$ cat src/rtl/ddr_package.sv
// Shared types for the DDR column-command scheduler.
//   ddr_cmd_e     : command encoding presented to the DDR command driver
//   sched_state_e : scheduler FSM states
//   REF_OWED_MAX  : ceiling on postponed refreshes
package ddr_package;

  typedef enum logic [1:0] {
    NOP = 2'd0,
    RD  = 2'd1,
    WR  = 2'd2,
    REF = 2'd3
  } ddr_cmd_e;

  typedef enum logic [1:0] {
    ST_IDLE,
    ST_OFFER,
    ST_RFC_WAIT
  } sched_state_e;

  localparam int unsigned REF_OWED_MAX = 8;
  localparam int unsigned REF_OWED_W   = 4;

  // Largest of three timing gaps; sets the saturation point of the spacing counter.
  function automatic int unsigned max3(input int unsigned a, input int unsigned b,
                                       input int unsigned c);
    int unsigned m;
    m = (a > b) ? a : b;
    return (m > c) ? m : c;
  endfunction

endpackage

$ cat src/rtl/ddr_ref_timer.sv
// Refresh interval timer with a saturating count of owed refreshes.
//   clock, reset_n : clock, async active-low reset
//   ref_done       : a REF was accepted by the driver this cycle
//   ref_owed       : registered count of postponed refreshes, 0..REF_OWED_MAX
module ddr_ref_timer
  import ddr_package::*;
#(
  parameter int unsigned tREFI = 780
) (
  input  logic                  clock,
  input  logic                  reset_n,
  input  logic                  ref_done,
  output logic [REF_OWED_W-1:0] ref_owed
);

  localparam int unsigned TW = $clog2(tREFI + 1);

  logic [TW-1:0]         tick_q, tick_d;
  logic [REF_OWED_W-1:0] ref_owed_q, ref_owed_d;
  logic                  expire;

  // Free-running interval counter; an expiry and a REF accept in the same cycle cancel out.
  always_comb begin
    expire     = (tick_q == TW'(tREFI - 1));
    tick_d     = expire ? '0 : tick_q + TW'(1);
    ref_owed_d = ref_owed_q;
    if (expire && !ref_done) begin
      if (ref_owed_q != REF_OWED_W'(REF_OWED_MAX)) ref_owed_d = ref_owed_q + REF_OWED_W'(1);
    end else if (ref_done && !expire) begin
      if (ref_owed_q != '0) ref_owed_d = ref_owed_q - REF_OWED_W'(1);
    end
  end

  always_ff @(posedge clock or negedge reset_n) begin
    if (!reset_n) begin
      tick_q     <= '0;
      ref_owed_q <= '0;
    end else begin
      tick_q     <= tick_d;
      ref_owed_q <= ref_owed_d;
    end
  end

  assign ref_owed = ref_owed_q;

endmodule

$ cat src/rtl/ddr_cmd_sched.sv
// Column-command scheduler: picks RD, WR or REF and enforces tCCD, turnaround,
// starvation and refresh/tRFC spacing before offering one command to the driver.
//   clock, reset_n   : clock, async active-low reset
//   rd_req, wr_req   : pending read / write work, held until granted
//   rd_gnt, wr_gnt   : combinational accept pulses for RD / WR
//   cmd_valid/type   : registered command offer (ddr_cmd_e encoding)
//   cmd_ready        : driver accepts the offered command
//   ref_owed         : registered count of postponed refreshes
module ddr_cmd_sched
  import ddr_package::*;
#(
  parameter int unsigned tCCD         = 4,
  parameter int unsigned tWTR         = 6,
  parameter int unsigned tRTW         = 8,
  parameter int unsigned tREFI        = 780,
  parameter int unsigned tRFC         = 35,
  parameter int unsigned STARVE_LIMIT = 8
) (
  input  logic                  clock,
  input  logic                  reset_n,
  input  logic                  rd_req,
  input  logic                  wr_req,
  output logic                  rd_gnt,
  output logic                  wr_gnt,
  output logic                  cmd_valid,
  output logic [1:0]            cmd_type,
  input  logic                  cmd_ready,
  output logic [REF_OWED_W-1:0] ref_owed
);

  localparam int unsigned SINCE_MAX = max3(tCCD, tWTR, tRTW);
  localparam int unsigned SW        = $clog2(SINCE_MAX + 1);
  localparam int unsigned RUNW      = $clog2(STARVE_LIMIT + 1);
  localparam int unsigned RFCW      = $clog2(tRFC + 1);

  sched_state_e    state_q, state_d;
  logic            cmd_valid_q, cmd_valid_d;
  ddr_cmd_e        cmd_type_q, cmd_type_d;
  ddr_cmd_e        last_dir_q, last_dir_d;
  logic [SW-1:0]   since_q, since_d;
  logic [RUNW-1:0] run_q, run_d;
  logic [RFCW-1:0] rfc_cnt_q, rfc_cnt_d;

  logic            accept, ref_done;
  logic [SW-1:0]   since_nx, gap;
  logic            same_req, other_req, pick_v;
  ddr_cmd_e        other_dir, pick;

  assign accept   = cmd_valid_q && cmd_ready;
  assign ref_done = accept && (cmd_type_q == REF);
  assign rd_gnt   = accept && (cmd_type_q == RD);
  assign wr_gnt   = accept && (cmd_type_q == WR);

  assign cmd_valid = cmd_valid_q;
  assign cmd_type  = cmd_type_q;

  ddr_ref_timer #(
    .tREFI(tREFI)
  ) u_ref_timer (
    .clock    (clock),
    .reset_n  (reset_n),
    .ref_done (ref_done),
    .ref_owed (ref_owed)
  );

  // Next-state and offer logic. since_q is the distance from the last accept to the
  // current cycle; since_nx is that distance for a command offered at the next edge,
  // which is what the gap rules must be checked against.
  always_comb begin
    state_d     = state_q;
    cmd_valid_d = cmd_valid_q;
    cmd_type_d  = cmd_type_q;
    last_dir_d  = last_dir_q;
    run_d       = run_q;
    rfc_cnt_d   = rfc_cnt_q;
    since_nx    = (since_q == SW'(SINCE_MAX)) ? since_q : since_q + SW'(1);
    since_d     = accept ? SW'(1) : since_nx;

    other_dir = (last_dir_q == RD) ? WR : RD;
    same_req  = (last_dir_q == RD) ? rd_req : wr_req;
    other_req = (last_dir_q == RD) ? wr_req : rd_req;
    pick_v    = 1'b0;
    pick      = last_dir_q;
    gap       = SW'(tCCD);

    // Stay in the current direction unless the other side has waited through a full run.
    if (same_req && !(other_req && (run_q >= RUNW'(STARVE_LIMIT)))) begin
      pick_v = 1'b1;
    end else if (other_req) begin
      pick_v = 1'b1;
      pick   = other_dir;
      gap    = (last_dir_q == WR) ? SW'(tWTR) : SW'(tRTW);
    end

    unique case (state_q)
      ST_IDLE: begin
        // An owed refresh blocks column traffic until both turnarounds have drained.
        if (ref_owed != '0) begin
          if ((since_nx >= SW'(tRTW)) && (since_nx >= SW'(tWTR))) begin
            state_d     = ST_OFFER;
            cmd_valid_d = 1'b1;
            cmd_type_d  = REF;
          end
        end else if (pick_v && (since_nx >= gap)) begin
          state_d     = ST_OFFER;
          cmd_valid_d = 1'b1;
          cmd_type_d  = pick;
        end
      end
      ST_OFFER: begin
        // Offer is held unchanged until the driver takes it.
        if (accept) begin
          cmd_valid_d = 1'b0;
          cmd_type_d  = NOP;
          if (cmd_type_q == REF) begin
            state_d   = ST_RFC_WAIT;
            rfc_cnt_d = RFCW'(tRFC - 1);
          end else begin
            state_d    = ST_IDLE;
            last_dir_d = cmd_type_q;
            if (cmd_type_q != last_dir_q) run_d = RUNW'(1);
            else if (run_q != '1)         run_d = run_q + RUNW'(1);
          end
        end
      end
      ST_RFC_WAIT: begin
        if (rfc_cnt_q == '0) state_d = ST_IDLE;
        else                 rfc_cnt_d = rfc_cnt_q - RFCW'(1);
      end
      default: state_d = ST_IDLE;
    endcase
  end

  always_ff @(posedge clock or negedge reset_n) begin
    if (!reset_n) begin
      state_q     <= ST_IDLE;
      cmd_valid_q <= 1'b0;
      cmd_type_q  <= NOP;
      last_dir_q  <= RD;
      run_q       <= '0;
      since_q     <= SW'(SINCE_MAX);
      rfc_cnt_q   <= '0;
    end else begin
      state_q     <= state_d;
      cmd_valid_q <= cmd_valid_d;
      cmd_type_q  <= cmd_type_d;
      last_dir_q  <= last_dir_d;
      run_q       <= run_d;
      since_q     <= since_d;
      rfc_cnt_q   <= rfc_cnt_d;
    end
  end

endmodule

$ cat config.mk
export PLATFORM = sky130hd
export DESIGN_NAME = ddr_cmd_sched
export DESIGN_NICKNAME = d
export VERILOG_FILES = /design/src/rtl/ddr_package.sv /design/src/rtl/ddr_ref_timer.sv /design/src/rtl/ddr_cmd_sched.sv
export SDC_FILE = /design/constraint.sdc
export NUM_CORES = 1
export LEC_CHECK = 0
export ABC_AREA = 1
export ABC_CLOCK_PERIOD_IN_PS = 5500
export BUFFER_PORTS_ARGS = -buffer_cell sky130_fd_sc_hd__buf_2
export CAP_MARGIN = 20
export CELL_PAD_IN_SITES_DETAIL_PLACEMENT = 0
export CELL_PAD_IN_SITES_GLOBAL_PLACEMENT = 1
export CORE_MARGIN = 2
export CORE_UTILIZATION = 35
export DETAILED_ROUTE_END_ITERATION = 16
export PLACE_DENSITY = 0.66
export SETUP_SLACK_MARGIN = 0.15
export SYNTH_ARGS = -nofsm -noshare
export SYNTH_HDL_FRONTEND = slang
export SYNTH_SLANG_ARGS = --single-unit
$ cat constraint.sdc
create_clock -name clock -period 5.5 [get_ports clock]
set_input_delay 1.1 -clock clock [delete_from_list [all_inputs] [get_ports clock]]
set_output_delay 1.1 -clock clock [all_outputs]
set_load 0.01 [all_outputs]
# ---- Word level (Yosys, flattened, before mapping)
# Cells that the tools add are included.
dict set report word_totals {
  wordCells 106
  output_inout_bits 9
  ff_bits 35
  inputBits 5
}
dict set report classes {
  bitwise 1
  magnitude_cmp 4
  mux 40
  n_eq_ne 19
  n_addsub 6
  reduce_logical 27
}
# operator count
set op_table {}
lappend op_table {{two-way mux 4 bit} 11}
lappend op_table {{two-way mux 2 bit} 13}
lappend op_table {{two-way mux 6 bit} 3}
lappend op_table {{AND reduction 4 bit} 4}
lappend op_table {{adder 4 x 1 -> 4 bit, second input constant} 3}
lappend op_table {{case mux 6 bit (2 select lines)} 1}
lappend op_table {{adder 10 x 1 -> 10 bit, second input constant} 1}
lappend op_table {{== test 10 bit, second input constant} 1}
lappend op_table {{logical AND 1 bit} 10}
lappend op_table {{two-way mux 10 bit} 1}
lappend op_table {{inequality test 2 bit, second input constant} 5}
lappend op_table {{nonzero test 2 bit} 5}
lappend op_table {{== test 2 bit, second input constant} 4}
lappend op_table {{>= comparator 4 bit, second input constant} 2}
lappend op_table {{two-way mux 1 bit} 8}
lappend op_table {{inequality test 4 bit, second input constant} 2}
lappend op_table {{== test 2 x 1 -> 1 bit, second input constant} 3}
lappend op_table {{logical NOT 6 bit} 1}
lappend op_table {{inequality test 3 bit, second input constant} 2}
lappend op_table {{case mux 2 bit (3 select lines)} 1}
lappend op_table {{AND reduction 3 bit} 2}
lappend op_table {{subtractor 6 x 1 -> 6 bit, second input constant} 1}
lappend op_table {{== test 4 bit, second input constant} 1}
lappend op_table {{>= comparator 4 x 3 -> 1 bit, second input constant} 1}
lappend op_table {{other kinds (9)} 11}

# ---- Depth between registers and ports, before layout
# Gate-level depths: netlist of the first run.
dict set report depth {
  word_depth 11
  depth_mapped 18
  depth_no_buf 18
}

# ---- Modules after synthesis
# From an unflattened synthesis of the first run, not the netlist that was laid out.
dict set report hier_totals {
  cells_unflattened 287
  area_unflattened_um2 2205.9
}
# mod area_each_um2 cells_each seq_area_each_um2 n_inst
set by_module_without_submodules {}
lappend by_module_without_submodules {ddr_cmd_sched 1391.3 182 528.0 1}
lappend by_module_without_submodules {ddr_ref_timer 814.5 105 350.3 1}

# ---- Worst setup path before layout of the first run
# No wires, ideal clock.
dict set report synth_path {
  kind {input -> register}
  startpoint {input rd_req}
  endpoint {register cmd_valid_q (netlist: cmd_valid)}
  required_time_ns 5.371
  path_buffers 0
  path_slack_ns 2.845
  arrival_ns 2.526
  setup_ns 0.129
  cell_stages 15
  path_cell_list {inv_1 > o21ai_0 > nand2_1 > nand3_1 > inv_1 > ha_1 > inv_1 > nor2_1 > nand3_1 > nand2_1 > nand2_1 > nand2_1 > nand3_1 > nand2_1 > o21ai_0}
}
dict set report synth_via {
  elab_chain_len 9
  elab_cells_between_ends 13
  cone_classes {1 x order compare; 1 x eq/ne; 6 x mux; 5 x reduce/logical}
}
# element line_no
set synth_lines {}
lappend synth_lines {{from (decl)} ddr_cmd_sched.sv:21} ;# input logic rd_req,
lappend synth_lines {{two-way mux 1 bit} ddr_cmd_sched.sv:81} ;# other_req = (last_dir_q == RD) ? wr_req : rd_req;
lappend synth_lines {{logical AND 1 bit} ddr_cmd_sched.sv:87} ;# if (same_req && !(other_req && (run_q >= RUNW'(STARVE_LIMIT)))) begin
lappend synth_lines {{logical NOT 1 bit} ddr_cmd_sched.sv:87}
lappend synth_lines {{logical AND 1 bit} ddr_cmd_sched.sv:87}
lappend synth_lines {{two-way mux 4 bit} ddr_cmd_sched.sv:87}
lappend synth_lines {{>= comparator 4 bit} ddr_cmd_sched.sv:104} ;# end else if (pick_v && (since_nx >= gap)) begin
lappend synth_lines {{logical AND 1 bit *} ddr_cmd_sched.sv:104}
lappend synth_lines {{inequality test 3 bit (no source line) *} --}
lappend synth_lines {{AND reduction 4 bit (no source line) *} --}
lappend synth_lines {{to (signal assigned)} ddr_cmd_sched.sv:145} ;# cmd_valid_q <= cmd_valid_d;
lappend synth_lines {{to (decl)} ddr_cmd_sched.sv:37} ;# logic cmd_valid_q, cmd_valid_d;
# Mark *: on every way between the ends. The rest lies on a longest branch, timed or not.
# A chain may end at the register's enable or synchronous reset.

# ---- Worst setup path after layout of the first run
dict set report layout_path {
  startpoint {input cmd_ready}
  endpoint {output wr_gnt}
}
dict set report layout_via {
  elab_chain_len 2
}
# element line_no
set layout_lines {}
lappend layout_lines {{from (decl)} ddr_cmd_sched.sv:27} ;# input logic cmd_ready,
lappend layout_lines {{logical AND 1 bit} ddr_cmd_sched.sv:49} ;# assign accept = cmd_valid_q && cmd_ready;
lappend layout_lines {{logical AND 1 bit} ddr_cmd_sched.sv:52} ;# assign wr_gnt = accept && (cmd_type_q == WR);
lappend layout_lines {{to (decl)} ddr_cmd_sched.sv:24} ;# output logic wr_gnt,
# Every way passes these cells.

==> run summary, run 1 <==
Place WS = 2490 ps
Synth warnings = 0
crit path capture type = output port
fmax = 363 MHz
FFs w/ async S/R, synth = 100%
DP HPWL = 2990 µm
skew final = 13.6 ps
Total GRT Usage = 14.0%
Die Y = 81.2 µm
Worst Tran Pin Value = 782 ps
cts hold-fix bufs = 0
unrepaired setup endpoints after global routing = false
largest net degree at the start of global routing = 36
P&R area growth vs syn = 13.0%
PnR Total Power = 1.19 mW
Ports = 14
final setup TNS = 0 ps
CTS root buffer = clkbuf_8
signal arrival time at the worst endpoint = 1660 ps
Synth top cells by count = 52 x nand2_1, 40 x inv_1, 33 x dfrtp_1
PwrDens = 505 nW/µm²
Crit Path Class = primary input to output port
Placeable Area = 5850 µm²
DIE WIDTH = 81.2 µm
gpl congestion = 0.759
Ant. Diodes = 0
Synth Net Count = 284
vias = 1641
clock slew at reported path FFs = 70 ps
Initial Util = 35.6%
number of clock sinks = 35
Max IR drop VDD = 0.173 mV
CTS resizes = 0
Die Area = 6590 µm²
CTS tree = built
leakage power = 1.19 nW
Distinct cells, synth = 31
# rows = 28
Detailed Routing Iterations Pass 1 = 4
status = completed
post-CTS setup buffers = 0
CTS Buf Count = 5
post-route core utilization = 40.3%
post-synthesis sequential area ratio = 42.1%
Pins Over Slew Limit = 0
# DRC = 0
H-tree depth = 2
Design Area, Final = 2360 µm²
top-count cell post-synth = nand2_1
DR iter-0 viols = 58
Final min period = 2760 ps
vias in the first global route = 1605
PortBufs = 13
Slew headroom = 47.9%
worst path required time = 4400 ps
Routed wire per std cell = 10.9 µm
Max Buffers Root-to-Sink = 2
initial antenna violation count = 0
number of vias per cell = 4.55
Final Hold Fails = 0
share of post-route cells with drive strength above 1 = 13.6%
Cells after Synth = 266
largest area contributor in the synthesized netlist = dfrtp_1
FF+latch count, synth = 35
Final Cycle Share = 50.1%
top post-synthesis cells by area = dfrtp_1 40%, nand2_1 9.4%, ha_1 7.2%
max_cap viols = 0
Routed WL = 3920 µm
crit path launch type = primary input
Post-synth EDFFs = 0
Primary FF master, synth = dfrtp_1
worst-skew pair later-pin latency = 290 ps
Crit Path Max Fanout = 6
Setup Viol. Count Final = 0
total grt overflow = 0
Final WS setup = 2740 ps
Syn Std Cell Area = 2080 µm²
share of the synthesized area in the top cell type = 39.6%
first-pass GRT wire length = 7160 µm
Cell Area, Placed = 2240 µm²
antenna viol nets, final = 0
Hold/Removal Path Class = flop to flop
Layout Nets = 303
synthesized area per cell = 7.84 µm²
[path summary, 6_finish.rpt]
path	startpoint	endpoint	slack, ps	cells past startpoint
min in group asynchronous	reset_n	rfc_cnt_q[4]	890	1
hold / removal	u_ref_timer.tick_q[0]	u_ref_timer.tick_q[0]	490	1
hold reg to reg	u_ref_timer.tick_q[0]	u_ref_timer.tick_q[0]	490	1
max in group asynchronous	reset_n	rfc_cnt_q[1]	4110	1
setup reg to reg	last_dir_q[0]	cmd_valid	3050	15
setup / recovery	cmd_ready	wr_gnt	2740	4
[final cells by class]
type / count / area, µm²
Fill cell: 592 / 3490
Multi-Input combinational cell: 188 / 1040
Sequential cell: 35 / 878
Inverter: 42 / 158
Tap cell: 75 / 93.8
Clock buffer: 6 / 82.6
Timing Repair Buffer: 13 / 65.1
Clock inverter: 2 / 35.0
[placed cells by master (no fill, tap or decap), types with 2 or more instances in the layout]
cell type	count
a21oi_1	8
nand4_1	6
ha_1	12
nand2_2	7
o21ai_1	2
buf_2	13
xnor2_1	3
dfstp_2	2
inv_1	40
nor2_1	30
o21ai_0	12
clkbuf_8	6
dfrtp_1	33
xor2_1	9
nor3_1	5
nand2_1	52
inv_2	2
nand3_1	28
[critical path, cell delays in order]
cell and delay (ps):
buf_2 80, nand2_2 90, nor3_1 200, buf_2 170
[through the flow]
stage	instances	hold WS [ps]
2_1_floorplan	266	451
3_3_place_gp	353	479
3_5_place_dp	353	486
4_1_cts	361	496
5_1_grt	361	527
6_report	361	493
[registers in the layout, indices dropped and copies added, names as in the netlist]
register,flops
u_ref_timer.tick_q,10
rfc_cnt_q,6
run_q,4
since_q,4
u_ref_timer.ref_owed,4
cmd_type,2
last_dir_q,2
state_q,2
cmd_valid,1
[routing by layer]
metal  up-vias  part of all wire (%)  routed length [µm]  track usage (%)
met1       735                    53                2070             19.3
met5         -                     0                   0                0
met4         0                   1.6                  62             5.08
met2        15                    43                1690             21.2
met3         6                   2.5                 100             3.67
li1        885                     -                   -                -
[kinds of logic (layout without fill, tap and decap cells)]
| group | after synthesis | after routing | share of synthesized area, % |
|---|---|---|---|
| multiplexers | 1 | 1 | 0.540 |
| buffers and inverters | 43 | 63 | 7.80 |
| XOR/XNOR | 12 | 12 | 5.04 |
| AND/OR/NAND/NOR | 139 | 139 | 30.7 |
| adder cells (fa/ha/maj) | 13 | 13 | 8.16 |
| flip-flops | 35 | 35 | 42.1 |
| AO/OA/AOI/OAI | 23 | 23 | 5.64 |
[power by group]
part | internal, mW | switching [mW]
combinational | 0.200 | 0.306
clock | 0.147 | 0.0929
sequential | 0.346 | 0.0971
total | 0.693 | 0.496
Note: power is estimated with default switching activity, not from simulation.
==> inputs of run 2 (changes only) <==
ABC_CLOCK_PERIOD_IN_PS = 2400   (was 5500)
PLACE_DENSITY = 0.69   (was 0.66)
clock period = 2.4 ns   (was 5.5 ns; I/O delays follow)
==> run 2 against run 1 <==
  * Sequential power up 120%
  * Largest power group unchanged
  * Clock power up 75%
  * Final area up 6.3%
  * Clock skew down 9.7 ps
  * Core utilization up 2.5 points
  * Critical path type is now flop to flop
  * Sequential cell count unchanged
  * Count of clock-buffer cells in the layout up 1
==> run summary, run 2 (same netlist as run 1, synthesis figures left out) <==
Top reg by flops = u_ref_timer.tick_q
# rows = 28
gpl congestion = 0.893
crit path from = last_dir_q[0]
PwrDens = 1130 nW/µm²
placed insts = 358
clock slew at reported path FFs = 70 ps
Max IR drop VDD = 0.615 mV
total grt overflow = 0
Setup Viol. Count Final = 0
Comb pwr share = 49.8%
CP Buf/Inv Count = 0
P&R area growth vs syn = 20.1%
Sequential Power Share = 35.3%
DP HPWL = 2960 µm
Crit Reg-Reg Startpoint = last_dir_q[0]
Routed wire per std cell = 11.0 µm
status = completed
CTS tree = built
worst-skew pair later-pin latency = 290 ps
vias = 1695
H-tree depth = 2
worst-path cell chain = nand3_2 > nand2_4 > nand2_4 > nand2_4 > nand3_4 > ha_4 > nand2_1 > nor2_1 > nand3_1 > nand2_1 > nand2_1 > nand2_2 > nand3_4 > nand2_1 > o21ai_1
Slew headroom = 47.0%
# DRC = 0
Die Y = 81.2 µm
Crit Path Max Fanout = 7
final std cells w/o fill = 370
Final Hold Fails = 0
Ant. Diodes = 0
CTS Buf Count = 5
Crit-path slowest cell = dfstp_2
antenna viol nets, final = 0
Final min period = 2100 ps
PortBufs = 13
Sw Share = 44.0%
vias in the first global route = 1598
number of clock sinks = 35
first-pass GRT wire length = 7060 µm
crit path launch type = flop
leakage power = 1.25 nW
Placeable Area = 5850 µm²
worst path required time = 2570 ps
Crit path max-delay family = simple AND/OR/NAND/NOR gates
most frequent cells in the layout = 44 x nand2_1, 39 x inv_1, 33 x dfrtp_1, 28 x nor2_1, 25 x nand3_1
share of post-route cells with drive strength above 1 = 21.4%
Routed WL = 4090 µm
Top cell by count, worst path = nand2_1
unrepaired setup endpoints after global routing = true
most common cell after layout, fill and taps aside = nand2_1
signal arrival time at the worst endpoint = 2270 ps
skew final = 3.90 ps
slowest stage delay, CP = 570 ps
Pins Over Slew Limit = 0
P_int = 1.58 mW
max reg flops = 10
Detailed Routing Iterations Pass 1 = 4
Layout Nets = 312
Worst Tran Pin Value = 795 ps
max_cap viols = 0
Fin Hold WS = 270 ps
Final Cycle Share = 87.5%
Initial Util = 35.6%
number of vias per cell = 4.58
R2R Setup Slk = 300 ps
NetSw = 1.24 mW
DIE WIDTH = 81.2 µm
Clk network pwr share = 14.9%
Final WS setup = 300 ps
cts hold-fix bufs = 0
fmax = 476 MHz
DR iter-0 viols = 81
final setup TNS = 0 ps
Ports = 14
crit path capture type = flop
Die Area = 6590 µm²
Place WS = 42.2 ps
Max Buffers Root-to-Sink = 2
CTS root buffer = clkbuf_8
Largest regs = u_ref_timer.tick_q (10), rfc_cnt_q (6)
Total GRT Usage = 14.0%
Crit Path Class = flop to flop
largest net degree at the start of global routing = 36
initial antenna violation count = 0
Hold/Removal Path Class = primary input to async pin
[run 2: cell count changes in the layout (fill, tap and decap cells not counted), moves of 3 or more]
cell     before  now
nand3_1      28   25
nand2_2       7   10
buf_4         0    9
nand2_4       1    6
nand2_1      52   44
[run 2: what timing repair did]
action / CTS / global route
gates cloned: 0 / 0
pin swaps: 0 / 10
setup buffers: 0 / 4
resized for setup: 3 / 23
endpoints found under the setup margin: 4 / 5
[run 2: final timing paths]
path,to,depth (start not counted)
setup / recovery,cmd_valid,15
hold / removal,u_ref_timer.tick_q[4],1
setup reg to reg,cmd_valid,15
hold reg to reg,u_ref_timer.tick_q[0],1
max in group asynchronous,cmd_valid,1
min in group clock,u_ref_timer.tick_q[0],1
[run 2: per-stage QoR]
step	utilization [%]	instance area (µm²)	total power [mW]
2_1_floorplan	-	2080	1.89
3_3_place_gp	38.9	2280	2.23
3_5_place_dp	38.9	2280	2.23
4_1_cts	40.4	2360	2.68
5_1_grt	42.8	2500	3.15
6_report	42.8	2500	2.82
[run 2: power groups by stage]
stage	combinational [mW]	clock, mW	sequential (mW)
2_1_floorplan	0.901	0	0.990
3_3_place_gp	1.23	0	0.997
3_5_place_dp	1.23	0	0.999
4_1_cts	1.25	0.440	0.989
5_1_grt	1.66	0.463	1.03
6_report	1.41	0.420	0.996
[run 2: per-layer routing]
metal	share of wire (%)	vias to the layer above	wire [µm]	track usage, %
li1	-	901	-	-
met1	50	771	2040	18.0
met2	46	15	1870	22.5
met3	2.4	8	97	3.33
met4	2.1	0	84	6.10
met5	0	-	0	0
[run 2: layout make-up]
type                       count  area (µm²)
multi-input combinational    188        1160
clock inverter                 1        5.00
tap                           75        93.8
inverter                      42         158
fill                         610        3350
sequential                    35         878
timing repair buffer          22         133
clock buffer                   7        76.3
==> inputs of run 3 (changes only) <==
CORE_UTILIZATION = 40   (was 35)
PLACE_DENSITY = 0.77   (was 0.69)
==> run 3 against run 2 <==
  * Final cell count unchanged
  * Clock power decreased by 2%
  * Critical path depth unchanged
  * Core utilization increased by 7.5 points
  * First-iteration DRC count decreased by 12%
  * Combinational power increased by 6%
  * Critical endpoint unchanged
  * Largest cell class unchanged
  * Largest power group unchanged
==> run summary, run 3 (same netlist as run 1, synthesis figures left out) <==
H-tree depth = 2
PnR Total Power = 2.89 mW
Cell Area, Placed = 2270 µm²
DIE WIDTH = 76.2 µm
Initial Util = 41.1%
max_cap viols = 0
crit path launch type = flop
worst path required time = 2560 ps
vias = 1754
Hold/Removal Path Class = primary input to async pin
clock slew at reported path FFs = 70 ps
P&R area growth vs syn = 22.3%
crit path capture type = flop
Worst Tran Pin Value = 760 ps
Max Buffers Root-to-Sink = 2
Crit-path slowest cell = dfstp_2
# rows = 26
PwrDens = 1130 nW/µm²
Top cell by count, worst path = nand2_1
met2 usage = 24.9%
largest net degree at the start of global routing = 36
Largest regs = u_ref_timer.tick_q (10), rfc_cnt_q (6)
Detailed Routing Iterations Pass 1 = 4
worst-path cell chain = nand2_4 > o21ai_2 > nand2_4 > nand3_4 > inv_2 > ha_4 > inv_1 > nor2_2 > nand3_1 > nand2_1 > nand2_1 > nand2_2 > nand3_4 > nand2_1 > o21ai_0
Die Y = 76.2 µm
CTS Buf Count = 5
Total GRT Usage = 15.4%
Ports = 14
Placeable Area = 5070 µm²
Routed WL = 4150 µm
unrepaired setup endpoints after global routing = true
first-pass GRT wire length = 7160 µm
Crit Path Max Fanout = 7
share of post-route cells with drive strength above 1 = 23.7%
Routed wire per std cell = 11.2 µm
skew final = 7.27 ps
post-route core utilization = 50.2%
Pins Over Slew Limit = 0
met3 track demand over resource = 3.55%
grt peak-use layer = met2
cts hold-fix bufs = 0
PortBufs = 13
leakage power = 1.27 nW
gpl congestion = 0.765
Setup Viol. Count Final = 0
Final Hold Fails = 0
met1 Use GR = 19.7%
Max IR drop VDD = 0.710 mV
CTS root buffer = clkbuf_8
total grt overflow = 0
worst-skew pair later-pin latency = 290 ps
Design Area, Final = 2550 µm²
most frequent cells in the layout = 45 x nand2_1, 38 x inv_1, 33 x dfrtp_1, 27 x nor2_1, 25 x nand3_1
fmax = 464 MHz
placed insts = 353
final std cells w/o fill = 370
Die Area = 5800 µm²
signal arrival time at the worst endpoint = 2320 ps
Ant. Diodes = 0
fill cell count = 529
final setup TNS = 0 ps
most common cell after layout, fill and taps aside = nand2_1
number of vias per cell = 4.74
initial antenna violation count = 0
CTS tree = built
# DRC = 0
DR iter-0 viols = 71
DP HPWL = 2910 µm
Layout Nets = 317
Final Cycle Share = 89.9%
status = completed
Crit Path Class = flop to flop
slowest stage delay, CP = 600 ps
Slew headroom = 49.4%
antenna viol nets, final = 0
Final min period = 2160 ps
number of clock sinks = 35
Top reg by flops = u_ref_timer.tick_q
max reg flops = 10
vias in the first global route = 1616
==> run 3: cell types whose count changed in the layout (fill, tap and decap cells not counted), sizes merged <==
cell	delta
buf	+5
==> run 3: metrics by stage <==
| step | setup WS, ps | hold slack [ps] |
|---|---|---|
| 6_report | 244 | 259 |
| 5_1_grt | 82.2 | 326 |
| 3_3_place_gp | 105 | 472 |
| 4_1_cts | 151 | 291 |
| 3_5_place_dp | 18.5 | 476 |
| 2_1_floorplan | 186 | 184 |
==> run 3: timing repair <==
item,in CTS,in global routing
setup buffers,2,7
endpoints found under the setup margin,5,5
pin swaps,0,5
gates resized for setup,2,26
==> run 3: worst max-delay path, delay by kind of cell (launching register included) <==
family | cells | cell delay (ps)
buffers and inverters | 2 | 90
flip-flops | 1 | 600
AO/OA/AOI/OAI | 2 | 300
adder cells (fa/ha/maj) | 1 | 260
AND/OR/NAND/NOR | 10 | 810
==> run 3: final cells by class <==
class	instances	area (µm²)	area share, %
multi-input cells	188	1170	46.1
clock buffers	7	76.3	2.99
repair buffers	27	170	6.67
flip-flops and latches	35	878	34.4
clock inverters	1	5.00	0.196
well taps	70	87.6	3.43
inverters	42	158	6.18
==> run 3: final timing paths <==
kind / cells after the start / endpoint / slack, ps / from
max in group asynchronous: 1 / rfc_cnt_q[4] / 1650 / reset_n
setup reg to reg: 15 / cmd_valid / 240 / last_dir_q[0]
hold / removal: 1 / u_ref_timer.tick_q[1] / 260 / reset_n
setup / recovery: 15 / cmd_valid / 240 / last_dir_q[0]
hold reg to reg: 1 / u_ref_timer.tick_q[5] / 520 / u_ref_timer.tick_q[5]
min in group clock: 1 / u_ref_timer.tick_q[5] / 520 / u_ref_timer.tick_q[5]
==> run 3: routing by layer <==
layer / part of all wire [%] / wire length [µm] / up-vias
li1: - / - / 912
met1: 47 / 1970 / 816
met2: 48 / 2000 / 19
met3: 2.4 / 101 / 7
met4: 1.9 / 79 / 0
met5: 0 / 0 / -
==> run 3: where the power goes <==
| group | switching (mW) | internal, mW | leakage, nW |
|---|---|---|---|
| clock network | 0.209 | 0.204 | 0.0422 |
| logic | 0.866 | 0.621 | 0.793 |
| registers | 0.195 | 0.793 | 0.432 |
